## src/rtl/mixer_seq_if.sv

```systemverilog
// Frame handshake bundle for mixer_seq: input frame offer and mixed result return.
interface mixer_seq_if #(
   parameter int CHANNELS = 16,
   parameter int WIDTH    = 16
);
   localparam int LOG2N = $clog2(CHANNELS);
   localparam int OUT_W = WIDTH + LOG2N;

   logic                      in_valid;
   logic                      in_ready;
   logic [CHANNELS*WIDTH-1:0] samples;
   logic [CHANNELS*8-1:0]     gains;
   logic [CHANNELS-1:0]       chan_en;
   logic                      mode;
   logic                      out_valid;
   logic                      out_ready;
   logic [OUT_W-1:0]          mixed;
   logic                      clipped;

   // master is the environment offering frames and consuming results; slave is the mixer
   modport master (
      output in_valid, samples, gains, chan_en, mode, out_ready,
      input  in_ready, out_valid, mixed, clipped
   );

   modport slave (
      input  in_valid, samples, gains, chan_en, mode, out_ready,
      output in_ready, out_valid, mixed, clipped
   );
endinterface

```

## src/rtl/mixer_seq.sv

```systemverilog
// Sequential gain mixer: accumulates one weighted channel per clock, then
// presents a saturated full sum or average until the consumer takes it.
module mixer_seq #(
   parameter int CHANNELS = 16,
   parameter int WIDTH    = 16
) (
   input  logic        clk,
   input  logic        rst,
   mixer_seq_if.slave  bus
);
   localparam int LOG2N  = $clog2(CHANNELS);
   localparam int OUT_W  = WIDTH + LOG2N;
   localparam int ACC_W  = WIDTH + 1 + LOG2N;
   localparam int PROD_W = WIDTH + 8;
   localparam int TERM_W = WIDTH + 1;

   typedef enum logic [1:0] {IDLE, ACCUM, OUT} state_t;

   state_t                    state, state_next;
   logic                      accept, last;
   logic [CHANNELS*WIDTH-1:0] samp_q;
   logic [CHANNELS*8-1:0]     gain_q;
   logic [CHANNELS-1:0]       en_q;
   logic                      mode_q;
   logic [LOG2N-1:0]          idx;
   logic [ACC_W-1:0]          acc, sum;
   logic [PROD_W-1:0]         prod;
   logic [TERM_W-1:0]         term;
   logic [WIDTH:0]            avg;
   logic [OUT_W-1:0]          mixed_next, mixed_q;
   logic                      clip_next, clipped_q;
   logic                      in_ready_q, out_valid_q;

   // NOTE: sequential state uses non-blocking assignments so every register samples pre-edge values.
   always_ff @(posedge clk or posedge rst) begin
      if (rst) state <= IDLE;
      else     state <= state_next;
   end

   // NOTE: every always_comb output gets a default first, otherwise a latch is inferred.
   always_comb begin
      state_next = state;
      accept     = 1'b0;
      last       = 1'b0;
      case (state)
         IDLE: begin
            if (bus.in_valid && in_ready_q) begin
               accept     = 1'b1;
               state_next = ACCUM;
            end
         end
         ACCUM: begin
            if (idx == LOG2N'(CHANNELS - 1)) begin
               last       = 1'b1;
               state_next = OUT;
            end
         end
         OUT: begin
            if (bus.out_ready) state_next = IDLE;
         end
         default: state_next = IDLE;
      endcase
   end

   // One weighted term per cycle; the shift by 7 makes gain 128 unity.
   always_comb begin
      prod = PROD_W'(samp_q[idx*WIDTH +: WIDTH]) * PROD_W'(gain_q[idx*8 +: 8]);
      term = en_q[idx] ? TERM_W'(prod >> 7) : '0;
      sum  = acc + ACC_W'(term);
      avg  = (WIDTH+1)'(sum >> LOG2N);
      if (!mode_q) begin
         clip_next  = sum[ACC_W-1];
         mixed_next = clip_next ? '1 : sum[OUT_W-1:0];
      end else begin
         clip_next  = avg[WIDTH];
         mixed_next = clip_next ? {{LOG2N{1'b0}}, {WIDTH{1'b1}}}
                                : {{LOG2N{1'b0}}, avg[WIDTH-1:0]};
      end
   end

   // NOTE: frame capture registers carry data only and are always loaded before use, so they have no reset.
   always_ff @(posedge clk) begin
      if (accept) begin
         samp_q <= bus.samples;
         gain_q <= bus.gains;
         en_q   <= bus.chan_en;
         mode_q <= bus.mode;
      end
   end

   always_ff @(posedge clk or posedge rst) begin
      if (rst) begin
         idx         <= '0;
         acc         <= '0;
         in_ready_q  <= 1'b0;
         out_valid_q <= 1'b0;
         mixed_q     <= '0;
         clipped_q   <= 1'b0;
      end else begin
         in_ready_q <= (state_next == IDLE);
         if (accept) begin
            acc <= '0;
            idx <= '0;
         end else if (state == ACCUM) begin
            acc <= sum;
            idx <= idx + LOG2N'(1);
         end
         if (last) begin
            mixed_q     <= mixed_next;
            clipped_q   <= clip_next;
            out_valid_q <= 1'b1;
         end else if (state == OUT && bus.out_ready) begin
            out_valid_q <= 1'b0;
         end
      end
   end

   assign bus.in_ready  = in_ready_q;
   assign bus.out_valid = out_valid_q;
   assign bus.mixed     = mixed_q;
   assign bus.clipped   = clipped_q;
endmodule

```

## src/flat_wrapper.sv

```systemverilog
// flat-port wrapper written by rule: the top's interface ports become plain ports
module mixer_seq_flat 
#(
   parameter int CHANNELS = 16,
   parameter int WIDTH    = 16
)
  (clk, rst, bus_in_valid, bus_samples, bus_gains, bus_chan_en, bus_mode, bus_out_ready, bus_in_ready, bus_out_valid, bus_mixed, bus_clipped);
  mixer_seq_if #(.CHANNELS(CHANNELS), .WIDTH(WIDTH)) bus_i ();
  input  logic clk;
  input  logic rst;
  input wire logic [$bits(bus_i.in_valid)-1:0] bus_in_valid;
  input wire logic [$bits(bus_i.samples)-1:0] bus_samples;
  input wire logic [$bits(bus_i.gains)-1:0] bus_gains;
  input wire logic [$bits(bus_i.chan_en)-1:0] bus_chan_en;
  input wire logic [$bits(bus_i.mode)-1:0] bus_mode;
  input wire logic [$bits(bus_i.out_ready)-1:0] bus_out_ready;
  output wire logic [$bits(bus_i.in_ready)-1:0] bus_in_ready;
  output wire logic [$bits(bus_i.out_valid)-1:0] bus_out_valid;
  output wire logic [$bits(bus_i.mixed)-1:0] bus_mixed;
  output wire logic [$bits(bus_i.clipped)-1:0] bus_clipped;
  assign bus_i.in_valid = bus_in_valid;
  assign bus_i.samples = bus_samples;
  assign bus_i.gains = bus_gains;
  assign bus_i.chan_en = bus_chan_en;
  assign bus_i.mode = bus_mode;
  assign bus_i.out_ready = bus_out_ready;
  assign bus_in_ready = bus_i.in_ready;
  assign bus_out_valid = bus_i.out_valid;
  assign bus_mixed = bus_i.mixed;
  assign bus_clipped = bus_i.clipped;
  mixer_seq #(.CHANNELS(CHANNELS), .WIDTH(WIDTH)) u_core (.clk(clk), .rst(rst), .bus(bus_i));
endmodule
```

## config.mk

```make
export PLATFORM = sky130hd
export DESIGN_NAME = mixer_seq_flat
export DESIGN_NICKNAME = d
export VERILOG_FILES = /design/src/rtl/mixer_seq_if.sv /design/src/rtl/mixer_seq.sv /design/src/flat_wrapper.sv
export SDC_FILE = /design/constraint.sdc
export NUM_CORES = 1
export LEC_CHECK = 0
export ABC_AREA = 1
export CORE_ASPECT_RATIO = 2
export CORE_MARGIN = 3
export CORE_UTILIZATION = 50
export CTS_BUF_LIST = sky130_fd_sc_hd__clkbuf_4 sky130_fd_sc_hd__clkbuf_8 sky130_fd_sc_hd__clkbuf_16
export CTS_CLUSTER_DIAMETER = 30
export CTS_CLUSTER_SIZE = 28
export DETAILED_ROUTE_END_ITERATION = 8
export DONT_BUFFER_PORTS = 1
export GPL_ROUTABILITY_DRIVEN = 0
export GPL_TIMING_DRIVEN = 0
export SETUP_SLACK_MARGIN = 0.5
export SLEW_MARGIN = 20
export SYNTH_ARGS = -nofsm -noshare
export SYNTH_HDL_FRONTEND = slang
export SYNTH_SLANG_ARGS = --single-unit
```

## constraint.sdc

```tcl
create_clock -name clk -period 13 [get_ports clk]
set_input_delay 1.3 -clock clk [delete_from_list [all_inputs] [get_ports clk]]
set_output_delay 1.3 -clock clk [all_outputs]
set_load 0.01 [all_outputs]
```

======== Word level (Yosys, flattened, before mapping) ========
Cells that the tools add are included.
cells by class
  add/sub/neg operators ................... 2
  $mul .................................... 1
  magnitude comparators ................... 1
  equality and inequality tests ........... 3
  shift operators ......................... 2
  muxes and demuxes ....................... 20
  reductions and logical operators ........ 6
operator list
  kind                                                                   count
  256-bit by 9-bit variable part select with 16-bit output               1
  128-bit by 8-bit variable part select with 8-bit output                1
  21-bit 2-to-1 mux                                                      2
  20-bit 2-to-1 mux                                                      2
  16-bit by 8-bit multiplier with 24-bit output                          1
  21-bit by 17-bit adder with 21-bit output                              1
  17-bit 2-to-1 mux                                                      1
  16-bit 2-to-1 mux                                                      1
  4-bit 2-to-1 mux                                                       2
  1-bit 2-to-1 mux                                                       7
  2-bit 2-to-1 mux                                                       3
  2-bit case mux with 3 select lines                                     1
  4-bit by 5-bit < comparator with 1-bit output (second input constant)  1
  4-bit by 1-bit adder with 4-bit output (second input constant)         1
  1-bit binary-select mux with 4-bit select                              1
  4-bit == test (second input constant)                                  1
  2-bit zero test                                                        2
  2-bit nonzero test                                                     2
  2-bit by 1-bit == test with 1-bit output (second input constant)       1
  2-bit == test (second input constant)                                  1
  1-bit logical AND                                                      2
storage, ports and cells
  bits in registers ....................... 451
  output and inout bits ................... 23
  word-level logic and storage cells ...... 46

======== Depth between registers and ports, before layout ========
  depth in word-level cells ............... 6
  gate-level depth with buffers ........... 45
  gate-level depth less buffers ........... 43

======== Worst setup path after synthesis ========
OpenSTA, ideal clock, no wires.
  kind .................................... input to register
  from .................................... input bus_in_valid
  to ...................................... register u_core.acc[17]
  library setup time ...................... 138 ps
  data arrival time ....................... 9931 ps
  data required time ...................... 12862 ps
  setup slack ............................. 2931 ps
  cell stages on the path ................. 6
  path through ............................ nand4_1 inv_1 nor2_1 clkbuf_1 inv_1 o22ai_1
on the way
  longest elaborated chain between the ends .. 4
  elaborated cells between the ends (all ways) .. 5
RTL lines
  what                                                            line                RTL
  start, declared                                                 flat_wrapper.sv:11  input wire logic [$bits(bus_i.in_valid)-1:0] bus_in_valid;
  1-bit logical AND (*)                                           mixer_seq.sv:47     if (bus.in_valid && in_ready_q) begin
  1-bit 2-to-1 mux (*)                                            mixer_seq.sv:47
  1-bit 2-to-1 mux (*)                                            mixer_seq.sv:45     case (state)
  net u_core.accept                                               mixer_seq.sv:20     logic accept, last;
  21-bit 2-to-1 mux / 2-bit nonzero test (equally long branches)  -
  end signal, assigned                                            mixer_seq.sv:105    acc <= sum;
  end, declared                                                   mixer_seq.sv:26     logic [ACC_W-1:0] acc, sum;
Mark *: on every way through the listed nets, which the timed path passes. The rest lies on a longest branch.
A chain may end at the register's enable or synchronous reset.

======== Worst setup path after layout ========
  from .................................... register u_core.idx[2]
  to ...................................... register u_core.mixed_q[13] (netlist: u_core.bus.mixed[13])
on the way
  longest elaborated chain between the ends .. 6
  elaborated cells between the ends (all ways) .. 13
RTL lines
  what                                                                                      line                              RTL
  start, declared                                                                           mixer_seq.sv:25                   logic [LOG2N-1:0] idx;
  start signal, assigned                                                                    mixer_seq.sv:106                  idx <= idx + LOG2N'(1);
  256-bit by 9-bit variable part select with 16-bit output, or another cell as far along    mixer_seq.sv:67                   prod = PROD_W'(samp_q[idx*WIDTH +: WIDTH]) * PROD_W'(gain_q[idx*8 +: 8]);
  16-bit by 8-bit multiplier with 24-bit output / 1-bit 2-to-1 mux (equally long branches)  mixer_seq.sv:67, mixer_seq.sv:68
  17-bit 2-to-1 mux                                                                         mixer_seq.sv:68                   term = en_q[idx] ? TERM_W'(prod >> 7) : '0;
  21-bit by 17-bit adder with 21-bit output                                                 mixer_seq.sv:69                   sum = acc + ACC_W'(term);
  20-bit 2-to-1 mux / 16-bit 2-to-1 mux (equally long branches)                             mixer_seq.sv:73, mixer_seq.sv:76
  20-bit 2-to-1 mux                                                                         mixer_seq.sv:71                   if (!mode_q) begin
  end signal, assigned                                                                      mixer_seq.sv:109                  mixed_q <= mixed_next;
  end, declared                                                                             mixer_seq.sv:30                   logic [OUT_W-1:0] mixed_next, mixed_q;
Parallel ways exist; a longest one is shown, timed or not. The select of a mux whose other input is x is not followed.

==> metrics.txt <==
outcome finished, final reports clean; reg-to-reg slack, setup 4010 ps; layout cells sized above 1 0.08751; maximum root-to-sink buffer count 3; Synth Area in Adders 0.1061; Crit path top cell by count nand2_1; relative slew slack 0.3614; Core Util, Final 0.5725; DR iter-0 viols ~1,200; most common cell after layout, fill and taps aside edfxtp_1; maximum operating frequency 111.3 MHz; detailed placement HPWL 52,890 µm; synthesized area per cell around 11 µm²; cell area after synthesis roughly 0.023 mm²; mux contribution to synthesized area 0; CP required 13,480 ps; via count of the first global-routing pass approximately 17,000; antenna violations before repair 28; Seq. cell area about 0.013 mm²; CTS H-tree lvls 2; Final ANT Viol Nets 0; cells after synthesis about 2,100; Core Area 0.04501 mm²; critical path class reg2reg; Post-Synth XOR/XNOR Area 0.008065; fin nets around 2,700; slowest stage delay, CP between 700 and 800 ps; CTS tree yes; Vias between 15,000 and 20,000; DRC Markers 0; #FFs+latches synth 451; Synth top area share 0.5280; Clk pin slew, worst setup/hold paths 60 ps; ys async rst share 0.1109; Critical Path Fanout Max 10; main combinational cell family by area after synthesis simple AND/OR/NAND/NOR gates; Final Hold Violating Endpoints 0; most frequent cells in the layout 401 x edfxtp_1, 355 x nand2_1, 248 x nor2_1, 242 x inv_1, 207 x o21ai_0; gr ovfl total 0; Distinct cells, synth 48; hold_buf cts 0; cell taking the most area after synthesis edfxtp_1; register area share after synthesis 0.5829; design area ~0.026 mm²; largest net degree at the start of global routing 116; Setup Skew around 44 ps; layout filler cell count 3,673; Resize count post-CTS 0; crit path max-delay cell type clkbuf_1; Root Driver clkbuf_16; worst hold path type reg2reg; Multi-input gate area about 0.0080 mm²; WL final around 70,000 µm; worst-margin pin slew 958.0 ps; count of pins over their slew limit 0; Min Clock Period, post-route ~9000 ps; RSZ-0062 raised after global routing false; GR Util All Layers 0.2786; syn_nets 2,653; first-pass GRT wire length roughly 100,000 µm; critical path endpoint category register; critical path arrival 9470 ps; Sink Count 451; Max Cap Violations 0; row cnt 110; # port buffers 0; die width about 160 µm; post-synthesis simple-gate area fraction 0.1270; dominant synthesized flop cell edfxtp_1; Routed WL per cell between 20 and 25 µm; warnings from Yosys 0; ranking of synthesized cells by area edfxtp_1 53%, fa_1 7.4%, nand2_1 5.8%; Area Overhead vs Synth 12.99%; clock latency on the worst-skew pair 630 ps; Final period util 0.6912; Detailed Routing Iterations Pass 1 6; total CTS buffers 57; Compound-Gate Fraction of Synth Area 0.1112; Startpoint Class register; Final setup viols 0; Placed Area 0.02362 mm²; post-CTS setup buffer count 0; Starting Density 0.5067; Post-synth EDFFs approximately 400; Die Ht between 300 and 400 µm; I/O Pins about 430; Die ar. approximately 0.048 mm²; TNS Setup 0 ps; Hold WS between 500 and 600 ps; detail-routed via count per cell about 5.8
layer usage:
layer | vias up | wire length (µm) | GRT usage
met5 | - | 49 | 0
met4 | 8 | 3262 | 0.1331
met3 | 173 | 4883 | 0.06473
met2 | 736 | 38250 | 0.5303
met1 | 7814 | 22360 | 0.2783
li1 | 7415 | - | -
cells by family (layout without fill, tap and decap cells):
family / Yosys count / after routing
AO/OA/AOI/OAI: 423 / 423
XOR/XNOR: 21 / 21
adder cells (fa/ha/maj): 143 / 143
buffers and inverters: 350 / 462
flip-flops: 451 / 451
other: 0 / 24
AND/OR/NAND/NOR: 717 / 717
synthesized netlist by cell type, drive strengths merged (6+ instances only):
cell	count
a21oi	68
a22o	6
buf	56
clkbuf	43
dfrtp	50
edfxtp	401
fa	84
ha	59
inv	250
nand2	373
nand3	77
nand4	6
nor2	249
nor3	7
o211ai	21
o21ai	221
o221ai	64
o22ai	22
xnor2	8
xor2	13
area by class of cell:
type | instances | area share
timing repair buffer | 4 | 0.003982
tap | 560 | 0.02719
sequential | 451 | 0.5159
clock buffer | 59 | 0.05730
buffer | 99 | 0.02059
inverter | 251 | 0.03705
multi-input combinational | 1304 | 0.3118
antenna | 24 | 0.002331
clock inverter | 49 | 0.02384
sequential cells by signal, summed over array words and instances, names as in the netlist:
register	cells
u_core.acc	21
u_core.bus.clipped	1
u_core.bus.in_ready	1
u_core.bus.mixed	20
u_core.bus.out_valid	1
u_core.en_q	16
u_core.gain_q	128
u_core.idx	4
u_core.mode_q	1
u_core.samp_q	256
u_core.state	2
final timing paths:
kind,cells past startpoint,startpoint,endpoint
setup / recovery,36,u_core.idx[2],u_core.bus.mixed[13]
hold / removal,2,u_core.acc[4],u_core.acc[4]
setup reg to reg,36,u_core.idx[2],u_core.bus.mixed[13]
hold reg to reg,2,u_core.acc[4],u_core.acc[4]
max in group asynchronous,2,rst,u_core.acc[12]
min in group asynchronous,1,rst,u_core.state[1]
through the flow:
| stage | setup WS (ps) | instances |
|---|---|---|
| 6_report | 4015 | 2801 |
| 5_1_grt | 3585 | 2796 |
| 4_1_cts | 4209 | 2777 |
| 3_5_place_dp | 4242 | 2669 |
| 3_3_place_gp | 177.0 | 2665 |
| 2_1_floorplan | 2931 | 2105 |
worst max-delay path, delay by kind of cell, from the launching register on:
| kind | cells | cell delay [ps] |
|---|---|---|
| fa+ha+maj | 6 | 2690 |
| buf+inv | 8 | 2290 |
| simple gates | 13 | 1790 |
| compound gates | 9 | 1700 |
| flops | 1 | 360 |
Power is not shown: default switching activity piles up to over one toggle a cycle in this logic, so the estimate is an artifact.
